## config.mk

```make
export PLATFORM = sky130hd
export DESIGN_NAME = key_scan_flat
export DESIGN_NICKNAME = d
export VERILOG_FILES = /design/src/rtl/key_scan_if.sv /design/src/rtl/key_scan.sv /design/src/flat_wrapper.sv
export SDC_FILE = /design/constraint.sdc
export NUM_CORES = 1
export LEC_CHECK = 0
export BUFFER_PORTS_ARGS = -buffer_cell sky130_fd_sc_hd__buf_4
export CORE_AREA = 2 2 132 134
export CTS_BUF_LIST = sky130_fd_sc_hd__clkbuf_8
export DETAILED_ROUTE_END_ITERATION = 10
export DIE_AREA = 0 0 134 136
export GPL_ROUTABILITY_DRIVEN = 0
export PLACE_DENSITY = 0.76
export SYNTH_ARGS = -nofsm -noshare
export SYNTH_HDL_FRONTEND = slang
export SYNTH_SLANG_ARGS = --single-unit
```

## constraint.sdc

```tcl
create_clock -name clk -period 4.95 [get_ports clk]
set_clock_uncertainty 0.15 [all_clocks]
set_input_delay 0.2475 -clock clk [delete_from_list [all_inputs] [get_ports clk]]
set_output_delay 0.2475 -clock clk [all_outputs]
set_load 0.005 [all_outputs]
```

## src/rtl/key_scan_if.sv

```systemverilog
// Key front-end bundle: raw active-low buttons in, press events,
// debounced levels and per-key repeat-FSM state out.
interface key_scan_if;
  logic [3:0] key_in;
  logic [3:0] key_flag;
  logic [3:0] key_held;
  logic [7:0] rp_state;

  modport master (output key_in, input key_flag, input key_held, input rp_state);
  modport slave  (input key_in, output key_flag, output key_held, output rp_state);
endinterface

```

## src/rtl/key_scan.sv

```systemverilog
// Four independent key channels: 2-FF sync, debounce, press-edge flag and
// optional auto-repeat while the key stays held.
module key_scan #(
  parameter int DEBOUNCE_CYC = 1_000_000,
  parameter int HOLD_CYC     = 25_000_000,
  parameter int REPEAT_CYC   = 10_000_000,
  parameter bit REPEAT_EN    = 1'b1
) (
  input  logic       clk,
  input  logic       rst,
  key_scan_if.slave  bus
);

  localparam int RP_MAX = (HOLD_CYC > REPEAT_CYC) ? HOLD_CYC : REPEAT_CYC;
  localparam int DB_W   = (DEBOUNCE_CYC > 1) ? $clog2(DEBOUNCE_CYC) : 1;
  localparam int RP_W   = (RP_MAX > 1) ? $clog2(RP_MAX) : 1;

  localparam logic [DB_W-1:0] DB_LAST   = DB_W'(DEBOUNCE_CYC - 1);
  localparam logic [RP_W-1:0] HOLD_LAST = RP_W'(HOLD_CYC - 1);
  localparam logic [RP_W-1:0] RPT_LAST  = RP_W'(REPEAT_CYC - 1);

  localparam logic [1:0] ST_IDLE = 2'd0;
  localparam logic [1:0] ST_HOLD = 2'd1;
  localparam logic [1:0] ST_RPT  = 2'd2;

  logic [3:0]           s1_q, s1_d, s2_q, s2_d;
  logic [3:0]           stable_q, stable_d;
  logic [3:0][DB_W-1:0] cnt_db_q, cnt_db_d;
  logic [3:0]           held_q, held_d;
  logic [3:0]           held_prev_q, held_prev_d;
  logic [3:0]           flag_q, flag_d;
  logic [3:0][1:0]      st_q, st_d;
  logic [3:0][RP_W-1:0] cnt_rp_q, cnt_rp_d;
  logic [3:0]           press_w;

  // A press is the first cycle the registered debounced level reads 1.
  assign press_w = held_q & ~held_prev_q;

  always_comb begin
    s1_d        = bus.key_in;
    s2_d        = s1_q;
    stable_d    = stable_q;
    cnt_db_d    = cnt_db_q;
    held_d      = ~stable_q;
    held_prev_d = held_q;
    flag_d      = '0;
    st_d        = st_q;
    cnt_rp_d    = cnt_rp_q;

    for (int k = 0; k < 4; k++) begin
      if (s2_q[k] == stable_q[k]) begin
        cnt_db_d[k] = '0;
      end else if (cnt_db_q[k] == DB_LAST) begin
        stable_d[k] = s2_q[k];
        cnt_db_d[k] = '0;
      end else begin
        cnt_db_d[k] = cnt_db_q[k] + 1'b1;
      end

      if (press_w[k]) flag_d[k] = 1'b1;

      case (st_q[k])
        ST_IDLE: begin
          if (press_w[k]) begin
            st_d[k]     = ST_HOLD;
            cnt_rp_d[k] = '0;
          end
        end
        ST_HOLD: begin
          if (!held_q[k]) begin
            st_d[k]     = ST_IDLE;
            cnt_rp_d[k] = '0;
          end else if (cnt_rp_q[k] != HOLD_LAST) begin
            cnt_rp_d[k] = cnt_rp_q[k] + 1'b1;
          end else if (REPEAT_EN) begin
            flag_d[k]   = 1'b1;
            st_d[k]     = ST_RPT;
            cnt_rp_d[k] = '0;
          end
          // Without repeat the counter parks at HOLD_LAST until release.
        end
        ST_RPT: begin
          if (!held_q[k]) begin
            st_d[k]     = ST_IDLE;
            cnt_rp_d[k] = '0;
          end else if (cnt_rp_q[k] == RPT_LAST) begin
            flag_d[k]   = 1'b1;
            cnt_rp_d[k] = '0;
          end else begin
            cnt_rp_d[k] = cnt_rp_q[k] + 1'b1;
          end
        end
        default: begin
          st_d[k]     = ST_IDLE;
          cnt_rp_d[k] = '0;
        end
      endcase
    end
  end

  always_ff @(posedge clk) begin
    if (rst) begin
      s1_q        <= 4'hF;
      s2_q        <= 4'hF;
      stable_q    <= 4'hF;
      cnt_db_q    <= '0;
      held_q      <= '0;
      held_prev_q <= '0;
      flag_q      <= '0;
      st_q        <= {4{ST_IDLE}};
      cnt_rp_q    <= '0;
    end else begin
      s1_q        <= s1_d;
      s2_q        <= s2_d;
      stable_q    <= stable_d;
      cnt_db_q    <= cnt_db_d;
      held_q      <= held_d;
      held_prev_q <= held_prev_d;
      flag_q      <= flag_d;
      st_q        <= st_d;
      cnt_rp_q    <= cnt_rp_d;
    end
  end

  assign bus.key_flag = flag_q;
  assign bus.key_held = held_q;
  assign bus.rp_state = st_q;

endmodule

```

## src/flat_wrapper.sv

```systemverilog
// flat-port wrapper written by rule: the top's interface ports become plain ports
module key_scan_flat 
#(
  parameter int DEBOUNCE_CYC = 1_000_000,
  parameter int HOLD_CYC     = 25_000_000,
  parameter int REPEAT_CYC   = 10_000_000,
  parameter bit REPEAT_EN    = 1'b1
)
  (clk, rst, bus_key_in, bus_key_flag, bus_key_held, bus_rp_state);
  key_scan_if bus_i ();
  input  logic clk;
  input  logic rst;
  input wire logic [$bits(bus_i.key_in)-1:0] bus_key_in;
  output wire logic [$bits(bus_i.key_flag)-1:0] bus_key_flag;
  output wire logic [$bits(bus_i.key_held)-1:0] bus_key_held;
  output wire logic [$bits(bus_i.rp_state)-1:0] bus_rp_state;
  assign bus_i.key_in = bus_key_in;
  assign bus_key_flag = bus_i.key_flag;
  assign bus_key_held = bus_i.key_held;
  assign bus_rp_state = bus_i.rp_state;
  key_scan #(.DEBOUNCE_CYC(DEBOUNCE_CYC), .HOLD_CYC(HOLD_CYC), .REPEAT_CYC(REPEAT_CYC), .REPEAT_EN(REPEAT_EN)) u_core (.clk(clk), .rst(rst), .bus(bus_i));
endmodule
```

; Word level (Yosys, flattened, before mapping)
; Index checks and enable logic that the tools add are counted.
[op_classes]
n_reduce_logical = 16
mux = 68
addsub = 8
bitwise = 7
n_eq_ne = 36
[op_table]
columns = op, n
row1 = 25-bit 2-to-1 mux, 20
row2 = 25-bit one-hot mux with 3 select lines, 4
row3 = 25-bit by 1-bit adder with 25-bit output (second input constant), 4
row4 = 25-bit by 24-bit == test with 1-bit output (second input constant), 4
row5 = 25-bit != test (second input constant), 4
row6 = 20-bit by 1-bit adder with 20-bit output (second input constant), 4
row7 = 20-bit == test (second input constant), 4
row8 = 2-bit 2-to-1 mux, 16
row9 = 2-bit one-hot mux with 3 select lines, 4
row10 = 1-bit 2-to-1 mux, 20
row11 = 3-bit != test (second input constant), 4
row12 = 3-bit AND reduction, 4
row13 = 3-bit OR reduction, 4
row14 = 2-bit by 1-bit == test with 1-bit output (second input constant), 4
row15 = 2-bit == test (second input constant), 4
row16 = 2-bit logical NOT, 4
row17 = 2-bit by 1-bit != test with 1-bit output (second input constant), 4
row18 = 2-bit != test (second input constant), 4
row19 = 4-bit inverter, 2
row20 = 1-bit one-hot mux with 2 select lines, 4
row21 = 2-bit AND reduction, 4
row22 = 4-bit bitwise AND, 1
row23 = 1-bit == test, 4
row24 = 1-bit inverter, 4
[word_totals]
register_bits = 212
inputBits = 6

; Logic depth before layout (Yosys ltp)
[logic_depth]
ltp_word = 6
depth_mapped = 10
ltp_nobuf = 8

; Least setup slack after synthesis
; No wires, ideal clock.
[synth_timing]
path_kind = reg-to-reg
start = register u_core.cnt_rp_q[0] (netlist name)
end = register u_core.cnt_rp_q[16] (netlist name)
setup_slack_ps = 2340
t_arrival_ps = 2345
synth_period_minus_slack_ps = 2610
n_path_buf = 2
setup_time_ps = 115
path_stages_with_launch = 10
path_cell_list = dfxtp_1 > ha_1 > nand2_2 > or4_1 > or4b_4 > a32o_1 > buf_6 > o21ai_4 > buf_6 > nor2_1
[synth_between]
elab_chain_len = 4
[synth_rtl]
columns = item, line_no
row1 = from (decl), key_scan.sv:33  ; logic [3:0][RP_W-1:0] cnt_rp_q, cnt_rp_d;
row2 = from (signal assigned), key_scan.sv:121  ; cnt_rp_q <= cnt_rp_d;
row3 = 25-bit by 1-bit adder with 25-bit output (tied with other cells), "key_scan.sv:74, key_scan.sv:90"
row4 = 25-bit 2-to-1 mux (on tied branches), "key_scan.sv:86, key_scan.sv:73"
row5 = 25-bit 2-to-1 mux (on tied branches), "key_scan.sv:83, key_scan.sv:70"
row6 = 25-bit one-hot mux with 3 select lines *, key_scan.sv:62  ; case (st_q[k])
; Every way passes the cells marked *; elsewhere a longest branch is shown, timed or not.
; A chain may end at the register's enable or synchronous reset.

; Final worst setup path
[layout_timing]
start = register u_core.cnt_rp_q[50] (netlist name)
end = register u_core.cnt_rp_q[62] (netlist name)
; Same word-level chain as after synthesis.

==> results_dict.tcl <==
set metrics [dict create \
    num_antenna_cells 0 \
    worst_slack_ns 1.76 \
    rows 48 \
    reg2reg_slack_ns 1.76 \
    grt-ovfl-total 0 \
    synth_edf_count 0 \
    grtUsageTotal_pct 21.8 \
    grt_pass1_vias 7707 \
    ctsLongestPathBuffers 3 \
    synthTopCellsByArea "dfxtp_1 (43%), nor2_1 (7.4%), xor2_1 (6.3%), xnor2_1 (5.6%), nand3_1 (4.3%)" \
    ys.flop_type "dfxtp_1" \
    layout_common_cells "dfxtp_1 (212), nor2_1 (197), nand2_1 (103)" \
    drt-wirelength-per-cell_um 13.3 \
    p_leak_nw 3.68 \
    synth_area_um2 9940 \
    rsz0062_at_grt "no" \
    die_height_um 136 \
    r2r-end "u_core.cnt_rp_q[62]" \
    cp_max_fo 17 \
    area_growth_pct 10.8 \
    ys_warn_count 0 \
    grt_max_degree 62 \
    holdPathEnd "u_core.bus.key_held[2]" \
    postCtsHoldBufs 4 \
    place_area_um2 10200 \
    cts_tree "done" \
    holdPathStages 2 \
    cts_inserted_buffers 38 \
    clock_sinks 212 \
    ys_seq_elements 212 \
    syn_nets 1201 \
    cts_setup_buffers 0 \
    clk_pin_slew_ns 0.06 \
    status "completed" \
    grt_pass1_wl_mm 34.0 \
    cp-end-kind "flip-flop" \
    routed_wl_mm 19.4 \
    relSlewSlack_pct 33.4 \
    ir_drop_mv 0.223 \
    ios 22 \
    cp-start-kind "flip-flop" \
    drv_cap 0 \
    worstSetupPathType "flip-flop to flip-flop" \
    finalCritPeriodShare_pct 64.5 \
    core_um2 16900 \
    cts_max_level 2 \
    final_common_cell "dfxtp_1" \
    hold_viol_final 0 \
    slew_violations 0 \
    layout-drive-gt1-share_pct 8.12 \
    powerDensity_nw_per_um2 309 \
    route.detailed.drc 0 \
    postLayoutCellArea_um2 11000 \
    cp.required_ns 5.15 \
    reg2reg_depth 7 \
    async_flop_share_pct 0 \
    ant_nets 0 \
    fmax_ghz 0.313 \
    synth_cell_types 60 \
    finalSetupTns_ns 0 \
    synth.top_cell.area_share_pct 42.7 \
    clockRootBuffer "clkbuf_8" \
    insertion_delay_ns 0.51 \
    synth.largest_area_cell "dfxtp_1" \
    dieArea_um2 18200 \
    vias 8070 \
    synthCells 1175 \
    rr_startpoint "u_core.cnt_rp_q[50]" \
    hold_path_class "primary input to flip-flop" \
    fin_nets 1233 \
    min_from "rst" \
    io_buffers 21 \
    arrival_ns 3.40 \
    post_cts_resized 0 \
    firstDrtPassIters 5 \
    antenna_found_initial 0 \
    place_ws_ns 1.79 \
    syn_area_per_cell_um2 8.46 \
    total_power_mw 3.40 \
    finalSetupViolCount 0 \
    seq_area_frac_synth_pct 42.7 \
    drt_iter0_drc 355 \
    layout_min_cycle_time_ns 3.19 \
    via_per_inst 5.54 \
    initial_utilization_pct 58.9 \
    n_fill_cell 1456 \
    die_x_um 134 \
    hpwl_mm 12.9 \
    worstMarginPinSlew_ns 0.995 \
]
==> cell type report <==
cell class / count / area, um^2 / area share, %
multi-input cells: 894 / 5410 / 49.1
inverters: 35 / 131 / 1.19
clock buffers: 45 / 619 / 5.63
well taps: 225 / 282 / 2.56
flip-flops and latches: 212 / 4240 / 38.6
repair buffers: 26 / 205 / 1.86
clock inverters: 20 / 118 / 1.07
==> per-layer routing <==
| metal | global-route usage (%) | wire, um | vias to the layer above |
|---|---|---|---|
| li1 | - | - | 4180 |
| met1 | 28.0 | 9410 | 3714 |
| met2 | 36.4 | 8740 | 134 |
| met3 | 4.18 | 765 | 42 |
| met4 | 8.51 | 475 | 0 |
| met5 | 0 | 0 | - |
==> where the power goes <==
group / total [mW] / leakage [nW] / internal, mW / switching (mW)
combinational: 0.116 / 1.55 / 0.0343 / 0.0816
sequential: 1.72 / 1.71 / 1.71 / 0.00612
clock: 1.57 / 0.419 / 0.876 / 0.689
==> sequential cells by signal, indices dropped and copies added, names as in the netlist <==
| signal | cells |
|---|---|
| u_core.s2_q | 4 |
| u_core.bus.key_flag | 4 |
| u_core.stable_q | 4 |
| u_core.s1_q | 4 |
| u_core.held_prev_q | 4 |
| u_core.cnt_rp_q | 100 |
| u_core.cnt_db_q | 80 |
| u_core.bus.key_held | 4 |
| u_core.bus.rp_state | 8 |
==> Yosys cell counts (2+ instances only) <==
library cell	number
a31oi_1	22
buf_2	2
or4b_2	3
nor2_1	197
clkbuf_1	28
or4bb_1	3
o21ai_4	2
dfxtp_1	212
nand2b_1	8
o21ai_1	2
or2_2	12
o21a_1	4
nand3b_1	7
mux2i_1	8
and3_1	32
nor2b_1	6
and2_1	8
nand3_1	86
nand4b_1	3
nand4_1	40
or4_1	20
or3_1	16
nor4b_1	11
nor3b_1	6
nand2_1	103
a211oi_1	6
o211ai_1	2
xnor2_1	64
and4_1	14
a32oi_1	6
buf_6	2
nor4_1	14
ha_1	20
nor3_1	28
o2111ai_1	2
a21oi_1	24
a21o_1	4
xor2_1	72
o21ai_0	17
inv_1	34
buf_4	2
nor4bb_1	4
a22o_1	2
==> cells by family (layout without fill, tap and decap cells) <==
kind of cell             Yosys count  after routing  share of synthesized area (%)
AO/OA/AOI/OAI                    103            103                           6.87
XOR/XNOR                         136            136                           12.0
adder cells (fa/ha/maj)           20             20                           2.52
buffers and inverters             69            126                           2.86
flip-flops                       212            212                           42.7
multiplexers                       9              9                          0.919
AND/OR/NAND/NOR                  626            626                           32.1
==> critical path, cell delays in order (launching register included) <==
cell	delay, ns
dfxtp_1	0.36
ha_1	0.19
or4bb_1	0.48
or4_1	0.45
o2111ai_1	0.27
o21ai_2	0.26
o21ai_1	0.75
nor2_1	0.12
==> worst max path at each step <==
| stage | startpoint | to | slack [ns] | depth (start not counted) |
|---|---|---|---|---|
| final | u_core.cnt_rp_q[50] | u_core.cnt_rp_q[62] | 1.76 | 7 |
| after CTS | u_core.cnt_rp_q[50] | u_core.cnt_rp_q[62] | 1.79 | 7 |
| after global placement | u_core.cnt_rp_q[50] | u_core.cnt_rp_q[57] | 1.90 | 7 |
| after floorplan | u_core.cnt_rp_q[0] | u_core.cnt_rp_q[16] | 2.34 | 9 |
| after detailed placement | u_core.cnt_rp_q[50] | u_core.cnt_rp_q[74] | 1.79 | 7 |
| after global routing | u_core.cnt_rp_q[50] | u_core.cnt_rp_q[62] | 1.48 | 7 |
==> stage by stage <==
step           instances  hold slack [ns]  utilization (%)
2_1_floorplan       1175            0.201                -
3_3_place_gp        1388            0.248             60.6
3_5_place_dp        1388            0.247             60.6
4_1_cts             1457           0.0633             65.2
5_1_grt             1457           0.0992             65.2
6_report            1457           0.0596             65.2
No activity file was read; power rests on OpenSTA's default activity.
